`config.mk`:
```
export PLATFORM = sky130hd
export DESIGN_NAME = uart_word_packer
export DESIGN_NICKNAME = d
export VERILOG_FILES = /design/src/rtl/uart_word_packer.sv
export SDC_FILE = /design/constraint.sdc
export NUM_CORES = 1
export LEC_CHECK = 0
export ABC_AREA = 1
export CAP_MARGIN = 20
export CORE_UTILIZATION = 45
export CTS_BUF_LIST = sky130_fd_sc_hd__clkbuf_16
export DETAILED_ROUTE_END_ITERATION = 8
export GPL_TIMING_DRIVEN = 0
export PLACE_DENSITY = 0.68
export SETUP_SLACK_MARGIN = 0.15
export SLEW_MARGIN = 20
export SYNTH_ARGS = -nofsm -noshare
export SYNTH_HDL_FRONTEND = slang
export SYNTH_SLANG_ARGS = --single-unit
```
`constraint.sdc`:
```
create_clock -name i_clk -period 2.1 [get_ports i_clk]
set_input_delay 0.315 -clock i_clk [delete_from_list [all_inputs] [get_ports i_clk]]
set_output_delay 0.315 -clock i_clk [all_outputs]
set_load 0.01 [all_outputs]
```
`src/rtl/uart_word_packer.sv`:
```
// Purpose     : packs UART receive bytes (little-endian lanes) into DATA_WIDTH-bit words for the UART-to-DDR FIFO.
// Latency     : the last byte of a word is sampled at edge N; with the output free and the FIFO not full, o_fifo_wr_en is high in the cycle after N.
// Backpressure: none toward the UART. One accumulator word plus one output word absorb a full FIFO; bytes arriving while both are occupied are dropped and flagged on o_overflow.
//
// Ports:
//   i_clk, i_rst       clock; synchronous active-high reset
//   i_rx_data/valid    byte stream from the UART receiver (one-cycle strobe per byte)
//   i_fifo_full        write-side full flag of the downstream FIFO
//   o_fifo_wr_en/data  FIFO write strobe and word
//   o_overflow         sticky: at least one byte has been dropped since reset
//   o_byte_cnt         bytes currently held in the accumulator (0..BYTES)
//   o_states           debug {acc_full, out_pending}
//
// Optional feature: define UART_PACKER_TIMEOUT_FLUSH_EN to zero-pad and flush a partial word
// after TIMEOUT_CYCLES idle cycles. Without it, a partial word waits until it is filled.

module uart_word_packer #(
    parameter int DATA_WIDTH     = 256,
    parameter int TIMEOUT_CYCLES = 100000
) (
    input  logic                              i_clk,
    input  logic                              i_rst,
    input  logic [7:0]                        i_rx_data,
    input  logic                              i_rx_valid,
    input  logic                              i_fifo_full,
    output logic                              o_fifo_wr_en,
    output logic [DATA_WIDTH-1:0]             o_fifo_data,
    output logic                              o_overflow,
    output logic [$clog2(DATA_WIDTH/8):0]     o_byte_cnt,
    output logic [1:0]                        o_states
);

    localparam int BYTES = DATA_WIDTH / 8;
    localparam int CW    = $clog2(BYTES) + 1;

    typedef logic [CW-1:0] cnt_t;

    localparam cnt_t CNT_FULL = cnt_t'(BYTES);
    localparam cnt_t CNT_LAST = cnt_t'(BYTES - 1);

    // Output register occupancy.
    typedef enum logic {
        OUT_EMPTY = 1'b0,
        OUT_HOLD  = 1'b1
    } out_state_e;

    // ------------------------------------------------------------------
    // State
    // ------------------------------------------------------------------
    logic [DATA_WIDTH-1:0] acc_q,   acc_d;
    logic [DATA_WIDTH-1:0] out_q,   out_d;
    cnt_t                  cnt_q,   cnt_d;
    out_state_e            state_q, state_d;
    logic                  ovf_q,   ovf_d;

`ifdef UART_PACKER_TIMEOUT_FLUSH_EN
    localparam int IW = $clog2(TIMEOUT_CYCLES + 1);
    typedef logic [IW-1:0] idle_t;
    localparam idle_t IDLE_LAST = idle_t'(TIMEOUT_CYCLES - 1);

    idle_t idle_q, idle_d;
    logic  partial;
`endif

    // ------------------------------------------------------------------
    // Control
    // ------------------------------------------------------------------
    logic acc_full;   // accumulator holds a complete word (registered view)
    logic wr_en;      // FIFO write this cycle
    logic out_free;   // output register can take a word at this edge
    logic accept;     // byte stored this edge
    logic drop;       // byte lost this edge
    logic last_byte;  // accepted byte completes the word
    logic flush;      // idle timeout pads out a partial word
    logic acc_done;   // accumulator word is ready to move at this edge
    logic xfer;       // accumulator -> output move at this edge

    always_comb begin
        acc_full = (cnt_q == CNT_FULL);

        // Gated by reset so a word being discarded never reaches the FIFO.
        wr_en    = (state_q == OUT_HOLD) && !i_fifo_full && !i_rst;

        // A word leaving this cycle frees the slot for the next word on the same edge.
        out_free = (state_q == OUT_EMPTY) || wr_en;

        // The count seen at the sampling edge decides: a byte meeting a full
        // accumulator is dropped even if that word moves out on this edge.
        accept    = i_rx_valid && !acc_full;
        drop      = i_rx_valid &&  acc_full;
        last_byte = accept && (cnt_q == CNT_LAST);

`ifdef UART_PACKER_TIMEOUT_FLUSH_EN
        partial = (cnt_q != '0) && !acc_full;
        // A byte arriving on the timeout edge takes priority over the flush.
        flush   = partial && !accept && (idle_q == IDLE_LAST);
`else
        flush   = 1'b0;
`endif

        // The completing byte (or a flush) moves straight to the output when it is
        // free, so back-to-back bytes keep flowing without a full-accumulator bubble.
        acc_done = acc_full || last_byte || flush;
        xfer     = acc_done && out_free;
    end

    // ------------------------------------------------------------------
    // Next-state
    // ------------------------------------------------------------------
    always_comb begin
        acc_d   = acc_q;
        out_d   = out_q;
        cnt_d   = cnt_q;
        state_d = state_q;
        ovf_d   = ovf_q | drop;

        // Byte k of the word lands in lane k.
        for (int k = 0; k < BYTES; k++) begin
            if (accept && (cnt_q == cnt_t'(k))) begin
                acc_d[8*k +: 8] = i_rx_data;
            end
        end

        if (accept) begin
            cnt_d = cnt_q + cnt_t'(1);
        end

        // Unfilled lanes are already zero, so forcing the count is enough to pad.
        if (flush) begin
            cnt_d = CNT_FULL;
        end

        // The moved word includes a byte accepted on this same edge.
        if (xfer) begin
            out_d = acc_d;
            acc_d = '0;
            cnt_d = '0;
        end

        unique case (state_q)
            OUT_EMPTY: begin
                if (xfer) begin
                    state_d = OUT_HOLD;
                end
            end
            OUT_HOLD: begin
                // A write with a simultaneous refill keeps the slot occupied.
                if (wr_en && !xfer) begin
                    state_d = OUT_EMPTY;
                end
            end
            default: state_d = OUT_EMPTY;
        endcase
    end

`ifdef UART_PACKER_TIMEOUT_FLUSH_EN
    // Idle counter runs only while a partial word is waiting.
    always_comb begin
        idle_d = idle_q;
        if (accept || !partial || flush) begin
            idle_d = '0;
        end else begin
            idle_d = idle_q + idle_t'(1);
        end
    end
`endif

    // ------------------------------------------------------------------
    // Registers
    // ------------------------------------------------------------------
    always_ff @(posedge i_clk) begin
        if (i_rst) begin
            acc_q   <= '0;
            out_q   <= '0;
            cnt_q   <= '0;
            state_q <= OUT_EMPTY;
            ovf_q   <= 1'b0;
`ifdef UART_PACKER_TIMEOUT_FLUSH_EN
            idle_q  <= '0;
`endif
        end else begin
            acc_q   <= acc_d;
            out_q   <= out_d;
            cnt_q   <= cnt_d;
            state_q <= state_d;
            ovf_q   <= ovf_d;
`ifdef UART_PACKER_TIMEOUT_FLUSH_EN
            idle_q  <= idle_d;
`endif
        end
    end

    // ------------------------------------------------------------------
    // Outputs
    // ------------------------------------------------------------------
    assign o_fifo_wr_en = wr_en;
    assign o_fifo_data  = out_q;
    assign o_overflow   = ovf_q;
    assign o_byte_cnt   = cnt_q;
    assign o_states     = {acc_full, (state_q == OUT_HOLD)};

endmodule
```
Word-level counts from Yosys, hierarchy flattened:

Index checks and enable logic that the tools add are counted.

* add/subtract/negate cells: 1
* multiply operators: 0
* divide/modulo/power cells: 0
* magnitude comparators: 0
* equality and inequality tests: 32
* shift operators: 0
* muxes and demuxes: 35
* bitwise logic cells: 2
* reduce and logical (&&, ||, !) cells: 46

Operator list (number)
* 8-bit two-way mux: 32
* 6-bit by 5-bit == test with 1-bit output (second input constant): 16
* 6-bit by 4-bit == test with 1-bit output (second input constant): 8
* 1-bit logical AND: 38
* 6-bit by 3-bit == test with 1-bit output (second input constant): 4
* 6-bit by 2-bit == test with 1-bit output (second input constant): 2
* 6-bit by 1-bit adder with 6-bit output (second input constant): 1
* 6-bit by 1-bit == test with 1-bit output (second input constant): 1
* 6-bit == test (second input constant): 1
* 6-bit zero test: 1
* 1-bit zero test: 4
* 1-bit logical OR: 2
* 1-bit two-way mux: 2
* 1-bit case mux with 2 select lines: 1
* 2-bit OR reduction: 1
* 1-bit NOT: 1
* 1-bit OR: 1

* register bits after elaboration: 520
* bits in latches: 0
* memory bits (writable): 0
* ROM bits: 0
* input port bits: 12
* output and inout port bits: 266
* logic and storage cells: 121
* memories: 0

Depth between registers and ports, before layout:

Gate-level depths: netlist of run 1.

* depth after elaboration: 10
* depth in mapped cells: 10
* gate-level depth less buffers: 9

Worst setup path before layout of run 1:

Ideal clock, no wire load.

* path kind: reg-to-reg
* start point: register cnt_q[0] (netlist: o_byte_cnt[0])
* end point: register out_q[215] (netlist: o_fifo_data[215])
* library setup time: 0.114 ns
* arrival time: 1.761 ns
* required time: 1.986 ns
* setup slack: 0.226 ns
* stages on the path, launching flop included: 11
* clock period less this slack: 1.874 ns
* cells stage by stage: dfxtp_1 -> ha_1 -> nand3_1 -> inv_1 -> nand2_4 -> nand2_1 -> nand2_2 -> buf_2 -> buf_2 -> nand3_1 -> nand2_1

* cells in the longest elaborated chain, start to end: 6

Ends and longest elaborated chain
* start, declared: line 52 `cnt_t cnt_q, cnt_d;`
* start signal, assigned: line 184 `cnt_q <= cnt_d;`
* 6-bit == test: line 79 `acc_full = (cnt_q == CNT_FULL);`
* 1-bit zero test: line 89 `accept = i_rx_valid && !acc_full;`
* 1-bit logical AND: line 89
* 1-bit logical AND: line 91 `last_byte = accept && (cnt_q == CNT_LAST);`
* 1-bit logical OR: line 103 `acc_done = acc_full || last_byte || flush;`
* 1-bit logical AND: line 104 `xfer = acc_done && out_free;`
* end signal, assigned: line 183 `out_q <= out_d;`
* end, declared: line 51 `logic [DATA_WIDTH-1:0] out_q, out_d;`

Parallel ways exist; a longest one is shown, timed or not.
A chain may end at the register's enable or synchronous reset.

Worst setup path in the final report of run 1:

* start point: register cnt_q[5] (netlist: o_byte_cnt[5])
* end point: output port o_states[1]

* cells in the longest elaborated chain, start to end: 1

Ends and longest elaborated chain
* 6-bit == test: line 79
* end, declared: line 30 `output logic [1:0] o_states`

No other way between the ends.

==> key figures, run 1 <==
Synth
  • Yosys top cell by area: dfxtp_1
  • Synth Area per Inst: 7.440 um^2
  • Post-synth EDFFs: 0
  • Post-synth top cells: 1082 x nand2_1, 527 x nand3_1, 520 x dfxtp_1
  • Most numerous cell in the Yosys netlist: nand2_1
  • Mapped Area: 19730 um^2
  • Ys flop type: dfxtp_1
  • Top cells by area, synth: dfxtp_1 53%, nand2_1 21%, nand3_1 13%
  • Synth Register Bits: 520
  • Syn Inst Count: 2652
  • Post-synth top area share: 52.76%
  • Syn nets: 2668
  • Syn. warnings: 0
  • Asr flop ratio synth: 0%
  • Post-synthesis sequential area ratio: 52.76%
  • Synth cell types: 19

Setup path
  • Crit. End Element: output pin
  • CP Max Fanout: 5
  • Reg2reg setup slack: 120 ps
  • CP startpoint kind: flip-flop
  • Reg2Reg Depth: 9
  • Reg2reg start: o_byte_cnt[4]
  • Worst r2r dst: o_fifo_data[87]
  • Critical path class: reg2out
  • CP Data Required Time: 1780 ps
  • CP arrival: 1670 ps

Drt
  • DRC viols: 0
  • Post-DRT Antenna Nets: 0
  • Drt first pass iters: 7
  • Post-Route WL: 64.23 mm
  • Vias/cell: 5.276
  • Routed len/inst: 17.70 um
  • Drt initial violations: 1675
  • Vias: 19141

Hold path
  • Hold Path Sink: o_fifo_data[103]
  • Min-delay src: o_fifo_data[103]
  • Hold Path Depth: 2
  • Hold WC Path Type: reg2reg

Global route
  • Vias in the first global route: 18073
  • First-pass GRT wire length: 97.84 mm
  • Largest net degree at the start of global routing: 14
  • Initial antenna violation count: 2
  • Global route total overflow: 0
  • GRT Util Overall: 28.27%

Clocking
  • Clock root cell: clkbuf_16
  • CTS Hold Bufs: 0
  • CTS buffer count: 54
  • CTS tree: built
  • H-Tree Level Count: 2
  • Clock sink total: 520
  • Max Root-Sink Buffers: 3
  • Worst skew pair latency: 600 ps
  • Worst-path clk slew: 60 ps

Floorplanning
  • Die Span X: 211.4 um
  • Die Span Y: 211.4 um
  • IO Pins: 278
  • Die area: 44690 um^2
  • Initial Util: 45.70%
  • Core area: 43170 um^2
  • Rows: 76

Outcome
  • Status: finished clean

Timing
  • RSZ-0062 raised after global routing: yes
  • Slew margin rel.: 30.22%
  • Setup violations, final: 0
  • Final Hold Violating Endpoints: 0
  • Setup Total Neg Slack: 0 ps
  • Period utilization: 94.62%
  • Worst-Margin Slew: 1047 ps
  • Max-slew violation count: 0
  • Worst hold slack: 465.2 ps
  • Fin crit period: 1987 ps
  • Setup ws final: 112.9 ps
  • Clk_skew: 15.54 ps
  • Fmax achieved: 503.2 MHz

Place
  • Placement Setup Slack: -1022 ps
  • Final Wtd Congestion: 0.8833
  • Port bufs: 277
  • DP Wirelength: 44.96 mm
  • Cell Area, Placed: 23230 um^2

Pwr
  • PD cells: 773.0 nW/um^2
  • Peak supply drop: 496.4 uV
  • Leakage: 11.71 nW

Final layout
  • Nets: 3020
  • Area Growth Syn to Fin: 29.17%
  • Fin area: 25490 um^2
  • Share of cells above drive strength 1: 8.879%

Flow run
  • Max Cap Violations: 0
## final cells by class
cell class                 instances  area [um^2]
buffer                           173         1003
tap                              585        732.0
multi-input combinational       1930         8620
sequential                       520        10430
inverter                          29        118.9
clock inverter                    36        222.7
fill                            4004        17690
clock buffer                      57         1426
timing repair buffer             296         2929
antenna                            2        5.005
## critical path, cell delays in order, from the launching register on
cell and delay (ps):
dfxtp_4 380, inv_2 70, nor2_1 170, inv_1 60
nor2_1 120, buf_4 160, buf_6 100
## layout by cell type (no fill, tap or decap), types with 4 or more instances in the layout
master              n
nand2_1          1054
nand3_1           522
dfxtp_1           513
clkdlybuf4s50_1   269
a21oi_1           262
clkbuf_1           71
buf_4              61
clkbuf_16          58
inv_1              40
buf_2              39
nand2_2            27
nor2_2             25
clkinv_1           11
nor2_1             10
nor2_4              9
dlygate4sd2_1       6
buf_12              5
buf_1               5
buf_6               4
nand3_2             4
clkinv_2            4
dfxtp_4             4
## worst max-delay path by stage
stage                  startpoint               end  slack, ps  depth (start not counted)
floorplan           o_byte_cnt[0]  o_fifo_data[215]        230                         10
global placement            i_rst      o_fifo_wr_en      -1030                          7
detailed placement          i_rst      o_fifo_wr_en      -1020                          7
CTS                         i_rst      o_fifo_wr_en         30                          7
global route        o_byte_cnt[4]  o_fifo_data[126]         20                          8
finish              o_byte_cnt[5]       o_states[1]        110                          6
## registers in the layout, summed over array words and instances, names as in the netlist
signal	flops
o_overflow	1
o_byte_cnt	6
state_q	1
acc_q	256
o_fifo_data	256
## power by group
part	switching (mW)	internal, mW
Combinational	0.565	0.159
Sequential	0.0133	9.88
Clock	3.89	5.19
## per-layer routing
metal	track usage (%)	routed length, um
met3	4.836	4486
met1	37.36	28320
met2	46.05	29530
met4	10.82	1900
met5	0	0
## stage by stage
stage	utilization [%]	power [mW]	instances
2_1_floorplan	-	10.48	2652
3_3_place_gp	53.82	10.76	3514
3_5_place_dp	53.82	10.77	3514
4_1_cts	58.27	19.75	3618
5_1_grt	59.03	20.27	3627
6_report	59.03	19.70	3628
## cell families (layout without fill, tap and decap cells)
group / count (synthesis) / in the layout / synth area share, %
xor gates and xnor gates: 3 / 3 / 0.1332
buffers and inverters: 202 / 591 / 5.048
AOI/OAI and AO/OA: 266 / 266 / 6.779
adders and majority gates: 4 / 4 / 0.2537
DFF: 520 / 520 / 52.76
other: 0 / 2 / 0
and+or+nand+nor: 1657 / 1657 / 35.02
## repair_timing
action,in CTS,in global routing
setup buffers,11,7
cloned,0,1
setup endpoints to repair,527,512
gates resized for setup,76,80
pin swaps,3,0
No activity file was read; power rests on OpenSTA's default activity.
==> run 2: changes to the inputs <==
==> constraint.sdc (replaced) <==
create_clock -name i_clk -period 2.23 [get_ports i_clk]
set_input_delay 0.3345 -clock i_clk [delete_from_list [all_inputs] [get_ports i_clk]]
set_output_delay 0.3345 -clock i_clk [all_outputs]
set_load 0.01 [all_outputs]
==> run 2 against run 1 <==
Wire length down 0.40%; critical path depth up 2; sequential share of layout area up 0.44 points; cell count down 0.25%; combinational power down 7.7%; register-to-register slack better by 60 ps; critical path type is now reg2reg; power down 5.9%; clock power down 5.8%; sequential cell count unchanged; clock skew up 3.8 ps; critical endpoint is now o_fifo_data[43].
==> key figures, run 2 (synthesis gave the netlist of run 1 again) <==
Clocking
  • Worst skew pair latency: 600 ps (about the same)
  • H-Tree Level Count: 2 (unchanged)
  • CTS tree: built (unchanged)
  • Max Root-Sink Buffers: 3 (unchanged)
  • Clock sink total: 520 (unchanged)
  • CTS buffer count: 54 (unchanged)
  • CTS Hold Bufs: 0 (unchanged)
  • Clock root cell: clkbuf_16 (unchanged)
  • Worst-path clk slew: 60 ps (about the same)

Global route
  • Global route total overflow: 0 (unchanged)
  • First-pass GRT wire length: 97.68 mm (was 97.84 mm)
  • Initial antenna violation count: 2 (unchanged)
  • Largest net degree at the start of global routing: 14 (unchanged)
  • Vias in the first global route: 18063 (was 18073)
  • GRT Util Overall: 28.24% (was 28.27%)

Final layout
  • Nets: 3011 (was 3020)
  • Reg area: 10420 um^2 (was 10430 um^2)
  • Area Growth Syn to Fin: 27.71% (was 29.17%)
  • Commonest cells after routing, fill and taps aside: 1070 x nand2_1, 525 x nand3_1, 515 x dfxtp_1, 273 x clkdlybuf4s50_1, 262 x a21oi_1 (was 1054 x nand2_1, 522 x nand3_1, 513 x dfxtp_1, 269 x clkdlybuf4s50_1, 262 x a21oi_1)
  • Share of cells above drive strength 1: 7.520% (was 8.879%)
  • FILL cells: 4049 (was 4004)
  • Most common cell after layout, fill and taps aside: nand2_1 (unchanged)
  • Multi-input gate area: 8483 um^2 (was 8620 um^2)

Setup path
  • CP Data Required Time: 2770 ps (was 1780 ps)
  • Crit path largest cell delay: 560 ps (was 380 ps)
  • Most frequent CP cell: nand2_1 (was nor2_1)
  • Crit. End Element: flip-flop (was output pin)
  • CP Max Fanout: 10 (was 5)
  • Largest delay share family, worst path: simple AND/OR/NAND/NOR gates (was buffers and inverters)
  • CP bufs+invs: 2 (was 4)
  • CP startpoint kind: flip-flop (unchanged)
  • Worst path cell trace: buf_2 -> inv_1 -> nand3_1 -> nor2_1 -> nand2_1 -> nand2_1 -> nand3_1 -> nand2_1 (was inv_2 -> nor2_1 -> inv_1 -> nor2_1 -> buf_4 -> buf_6)
  • CP max stage cell: nor2_1 (was dfxtp_4)
  • Critical path class: reg2reg (was reg2out)
  • CP arrival: 2580 ps (was 1670 ps)

Timing
  • Clk_skew: 19.36 ps (was 15.54 ps)
  • Setup ws final: 184.4 ps (was 112.9 ps)
  • Setup violations, final: 0 (unchanged)
  • Max-slew violation count: 0 (unchanged)
  • RSZ-0062 raised after global routing: yes (unchanged)
  • Fin crit period: 2046 ps
  • Period utilization: 91.73%
  • Fmax achieved: 488.8 MHz
  • Worst hold slack: 465.3 ps (was 465.2 ps)
  • Setup Total Neg Slack: 0 ps (unchanged)
  • Slew margin rel.: 30.32% (was 30.22%)
  • Final Hold Violating Endpoints: 0 (unchanged)
  • Worst-Margin Slew: 1045 ps (was 1047 ps)

Pwr
  • PD cells: 736.0 nW/um^2 (was 773.0 nW/um^2)
  • Leakage: 11.61 nW (was 11.71 nW)
  • Peak supply drop: 471.2 uV (was 496.4 uV)

Place
  • Final Wtd Congestion: 0.8833 (unchanged)
  • Placement Setup Slack: -931.0 ps (was -1022 ps)
  • DP Wirelength: 44.96 mm (unchanged)
  • Port bufs: 277 (unchanged)

Drt
  • Drt first pass iters: 6 (was 7)
  • DRC viols: 0 (unchanged)
  • Post-DRT Antenna Nets: 0 (unchanged)
  • Vias: 19092 (was 19141)
  • Drt initial violations: 1531 (was 1675)
  • Routed len/inst: 17.68 um (was 17.70 um)
  • Post-Route WL: 63.97 mm (was 64.23 mm)
  • Vias/cell: 5.275 (was 5.276)

Floorplanning
  • Die Span Y: 211.4 um (unchanged)
  • Core area: 43170 um^2 (unchanged)
  • Die Span X: 211.4 um (unchanged)
  • IO Pins: 278 (unchanged)
  • Die area: 44690 um^2 (unchanged)
  • Initial Util: 45.70% (unchanged)
  • Rows: 76 (unchanged)

Outcome
  • Status: finished clean (unchanged)

Hold path
  • Hold WC Path Type: reg2reg (unchanged)

Flow run
  • Max Cap Violations: 0 (unchanged)
run 2: timing repair:
| action | 4_1_cts | 5_1_grt |
|---|---|---|
| setup buffers | 10 | 0 |
| gates resized for setup | 41 | 47 |
| pin swaps | 3 | 0 |
| endpoints found under the setup margin | 524 | 428 |
run 2: worst paths after layout:
check                         from                to  slack, ps  depth (start not counted)
setup / recovery     o_byte_cnt[3]   o_fifo_data[43]        180                          8
hold / removal    o_fifo_data[103]  o_fifo_data[103]        470                          2
setup reg to reg     o_byte_cnt[3]   o_fifo_data[43]        180                          8
hold reg to reg   o_fifo_data[103]  o_fifo_data[103]        470                          2
run 2: cell type report:
class	instances	share of cell area, %
Buffer	173	3.769
Inverter	29	0.4419
Timing Repair Buffer	287	11.30
Multi-Input combinational cell	1930	33.67
Clock inverter	36	0.8839
Antenna cell	2	0.01986
Clock buffer	57	5.661
Tap cell	585	2.905
Sequential cell	520	41.36
run 2: per-layer routing:
metal | part of all wire [%] | wire length (um) | track usage [%]
met2 | 46 | 29300 | 45.88
met1 | 44 | 28050 | 37.24
met4 | 3.2 | 2037 | 11.12
met3 | 7.2 | 4581 | 4.925
met5 | 0 | 0 | 0
run 2: report_power, final:
group | switching [mW] | total [mW] | internal [mW]
combinational | 0.525 | 0.668 | 0.143
clock | 3.66 | 8.55 | 4.89
sequential | 0.0120 | 9.32 | 9.31
total | 4.20 | 18.5 | 14.3
run 2: tightest hold or removal path, stage by stage (launching register included):
cell     delay, ps
dfxtp_1        300
nand3_1         70
nand2_1         50
run 2: stage by stage:
stage / util (%) / total power, mW / instances / area (um^2)
6_report: 58.37 / 18.54 / 3619 / 25200
2_1_floorplan: - / 9.873 / 2652 / 19730
4_1_cts: 58.05 / 18.60 / 3617 / 25060
3_5_place_dp: 53.82 / 10.14 / 3514 / 23230
3_3_place_gp: 53.82 / 10.13 / 3514 / 23230
5_1_grt: 58.36 / 19.07 / 3618 / 25200
==> run 3: changes to the inputs <==
--- a/config.mk
+++ b/config.mk
@@ -6,13 +6,13 @@
 export NUM_CORES = 1
 export LEC_CHECK = 0
 export ABC_AREA = 1
-export CAP_MARGIN = 20
+export CAP_MARGIN = 10
 export CORE_UTILIZATION = 45
 export CTS_BUF_LIST = sky130_fd_sc_hd__clkbuf_16
 export DETAILED_ROUTE_END_ITERATION = 8
 export GPL_TIMING_DRIVEN = 0
 export PLACE_DENSITY = 0.68
-export SETUP_SLACK_MARGIN = 0.15
+export SETUP_SLACK_MARGIN = 0.1
 export SLEW_MARGIN = 20
 export SYNTH_ARGS = -nofsm -noshare
 export SYNTH_HDL_FRONTEND = slang
==> run 3 against run 2 <==
Die area is the same; largest power group unchanged; critical path depth grew 2; power is essentially flat; critical path type unchanged.
==> key figures, run 3 (synthesis gave the netlist of run 1 again) <==
Outcome
  • Status: finished clean (unchanged)

Place
  • DP Wirelength: 44.96 mm (unchanged)
  • Port bufs: 277 (unchanged)
  • Final Wtd Congestion: 0.8833 (unchanged)
  • Cell Area, Placed: 23230 um^2 (unchanged)

Drt
  • Drt first pass iters: 6 (unchanged)
  • Vias/cell: 5.276 (was 5.275)
  • Vias: 19084 (was 19092)
  • Drt initial violations: 1542 (was 1531)
  • Post-Route WL: 63.92 mm (was 63.97 mm)
  • DRC viols: 0 (unchanged)
  • Routed len/inst: 17.67 um (was 17.68 um)
  • Post-DRT Antenna Nets: 0 (unchanged)

Global route
  • GRT Util Overall: 28.24% (about the same)
  • Initial antenna violation count: 2 (unchanged)
  • First-pass GRT wire length: 97.64 mm (was 97.68 mm)
  • Vias in the first global route: 18036 (was 18063)
  • Global route total overflow: 0 (unchanged)
  • Largest net degree at the start of global routing: 14 (unchanged)

Timing
  • Final Hold Violating Endpoints: 0 (unchanged)
  • Setup Total Neg Slack: 0 ps (unchanged)
  • Worst-Margin Slew: 1047 ps (was 1045 ps)
  • Setup violations, final: 0 (unchanged)
  • Slew margin rel.: 30.19% (was 30.32%)
  • Clk_skew: 18.62 ps (was 19.36 ps)
  • Period utilization: 95.10% (was 91.73%)
  • RSZ-0062 raised after global routing: yes (unchanged)
  • Fmax achieved: 471.5 MHz (was 488.8 MHz)
  • Max-slew violation count: 0 (unchanged)
  • Fin crit period: 2121 ps (was 2046 ps)

Clocking
  • CTS tree: built (unchanged)
  • Worst-path clk slew: 60 ps (about the same)
  • Worst skew pair latency: 600 ps (about the same)
  • H-Tree Level Count: 2 (unchanged)
  • Max Root-Sink Buffers: 3 (unchanged)
  • CTS buffer count: 54 (unchanged)
  • Clock sink total: 520 (unchanged)
  • Clock root cell: clkbuf_16 (unchanged)

Hold path
  • Min-delay src: o_fifo_data[103] (unchanged)
  • Hold WC Path Type: reg2reg (unchanged)

Setup path
  • Crit path largest cell delay: 410 ps (was 560 ps)
  • Most frequent CP cell: nand2_4 (was nand2_1)
  • CP Max Fanout: 10 (unchanged)
  • Reg2reg start: o_byte_cnt[0] (was o_byte_cnt[3])
  • Worst path cell trace: ha_4 -> nand3_1 -> inv_2 -> nand2_4 -> nand2_1 -> nand2_4 -> nand2_8 -> buf_8 -> buf_4 -> a21oi_1 (was buf_2 -> inv_1 -> nand3_1 -> nor2_1 -> nand2_1 -> nand2_1 -> nand3_1 -> nand2_1)
  • Critical path startpoint: o_byte_cnt[0] (was o_byte_cnt[3])
  • CP startpoint kind: flip-flop (unchanged)
  • Critical path class: reg2reg (unchanged)
  • CP Data Required Time: 2710 ps (was 2770 ps)
  • Crit. End Element: flip-flop (unchanged)
  • CP bufs+invs: 3 (was 2)
  • CP arrival: 2600 ps (was 2580 ps)
  • Largest delay share family, worst path: simple AND/OR/NAND/NOR gates (unchanged)
  • CP max stage cell: dfxtp_4 (was nor2_1)

Final layout
  • Fin area: 25140 um^2 (was 25200 um^2)
  • Final core occ: 58.23% (was 58.37%)
  • Nets: 3009 (was 3011)
  • Most common cell after layout, fill and taps aside: nand2_1 (unchanged)
  • Area Growth Syn to Fin: 27.40% (was 27.71%)
  • Commonest cells after routing, fill and taps aside: 1081 x nand2_1, 527 x nand3_1, 515 x dfxtp_1, 274 x clkdlybuf4s50_1, 262 x a21oi_1 (was 1070 x nand2_1, 525 x nand3_1, 515 x dfxtp_1, 273 x clkdlybuf4s50_1, 262 x a21oi_1)
  • FILL cells: 4042 (was 4049)
  • Share of cells above drive strength 1: 6.733% (was 7.520%)

Pwr
  • Total power: 18.53 mW (was 18.54 mW)
  • Leakage: 11.57 nW (was 11.61 nW)
  • Peak supply drop: 467.0 uV (was 471.2 uV)
  • PD cells: 737.2 nW/um^2 (was 736.0 nW/um^2)

Floorplanning
  • Core area: 43170 um^2 (unchanged)
  • Die area: 44690 um^2 (unchanged)
  • Rows: 76 (unchanged)
  • Die Span X: 211.4 um (unchanged)
  • Initial Util: 45.70% (unchanged)
  • Die Span Y: 211.4 um (unchanged)
  • IO Pins: 278 (unchanged)

Flow run
  • Max Cap Violations: 0 (unchanged)
## run 3: cell types whose count changed in the layout (fill, tap and decap cells not counted), moves of 2 or more
cell     delta
buf_4       -3
nand2_1    +11
nand2_2    -12
nand3_1     +2
nand3_2     -2
nor2_1      +8
nor2_2      -8
## run 3: worst paths after layout
path         cells after the start          endpoint  slack (ps)
max                             10        acc_q[107]         110
min                              2  o_fifo_data[103]         470
max reg2reg                     10        acc_q[107]         110
min reg2reg                      2  o_fifo_data[103]         470
## run 3: timing repair
action / in CTS / in global routing
gates resized for setup: 38 / 27
setup buffers: 5 / 3
endpoints found under the setup margin: 522 / 496
hold buffers: 0 / 0
pin swaps: 3 / 2
## run 3: stage by stage
stage / hold WS, ps / cells / setup slack [ps]
3_5_place_dp: 455.1 / 3514 / -931.0
2_1_floorplan: 448.1 / 2652 / 355.6
3_3_place_gp: 454.0 / 3514 / -935.8
6_report: 465.6 / 3617 / 109.3
5_1_grt: 478.4 / 3616 / -9.429
4_1_cts: 436.9 / 3612 / 71.94
## run 3: layout make-up
type | instances | area (um^2) | share of cell area [%]
Clock inverter | 36 | 222.7 | 0.8860
Buffer | 173 | 949.7 | 3.778
Multi-Input combinational cell | 1930 | 8431 | 33.54
Tap cell | 585 | 732.0 | 2.912
Clock buffer | 57 | 1426 | 5.674
Antenna cell | 2 | 5.005 | 0.01991
Timing Repair Buffer | 285 | 2835 | 11.28
Inverter | 29 | 113.9 | 0.4530
Sequential cell | 520 | 10420 | 41.46
## run 3: routing by layer
metal  global-route usage (%)  wire length, um  part of all wire, %  vias up
li1                         -                -                    -     9393
met3                    4.940             4611                  7.2      130
met4                    11.19             2028                  3.2        0
met5                        0                0                    0        -
met1                    37.24            28040                   44     8880
met2                    45.83            29240                   46      681
## run 3: power by group
group,switching [mW],internal (mW),total [mW]
Sequential,0.0131,9.31,9.32
Combinational,0.522,0.140,0.662
Clock,3.65,4.89,8.54
## run 3: tightest hold or removal path, stage by stage (launching register included)
cell and delay (ps):
dfxtp_1 300, nand3_1 70, nand2_1 50
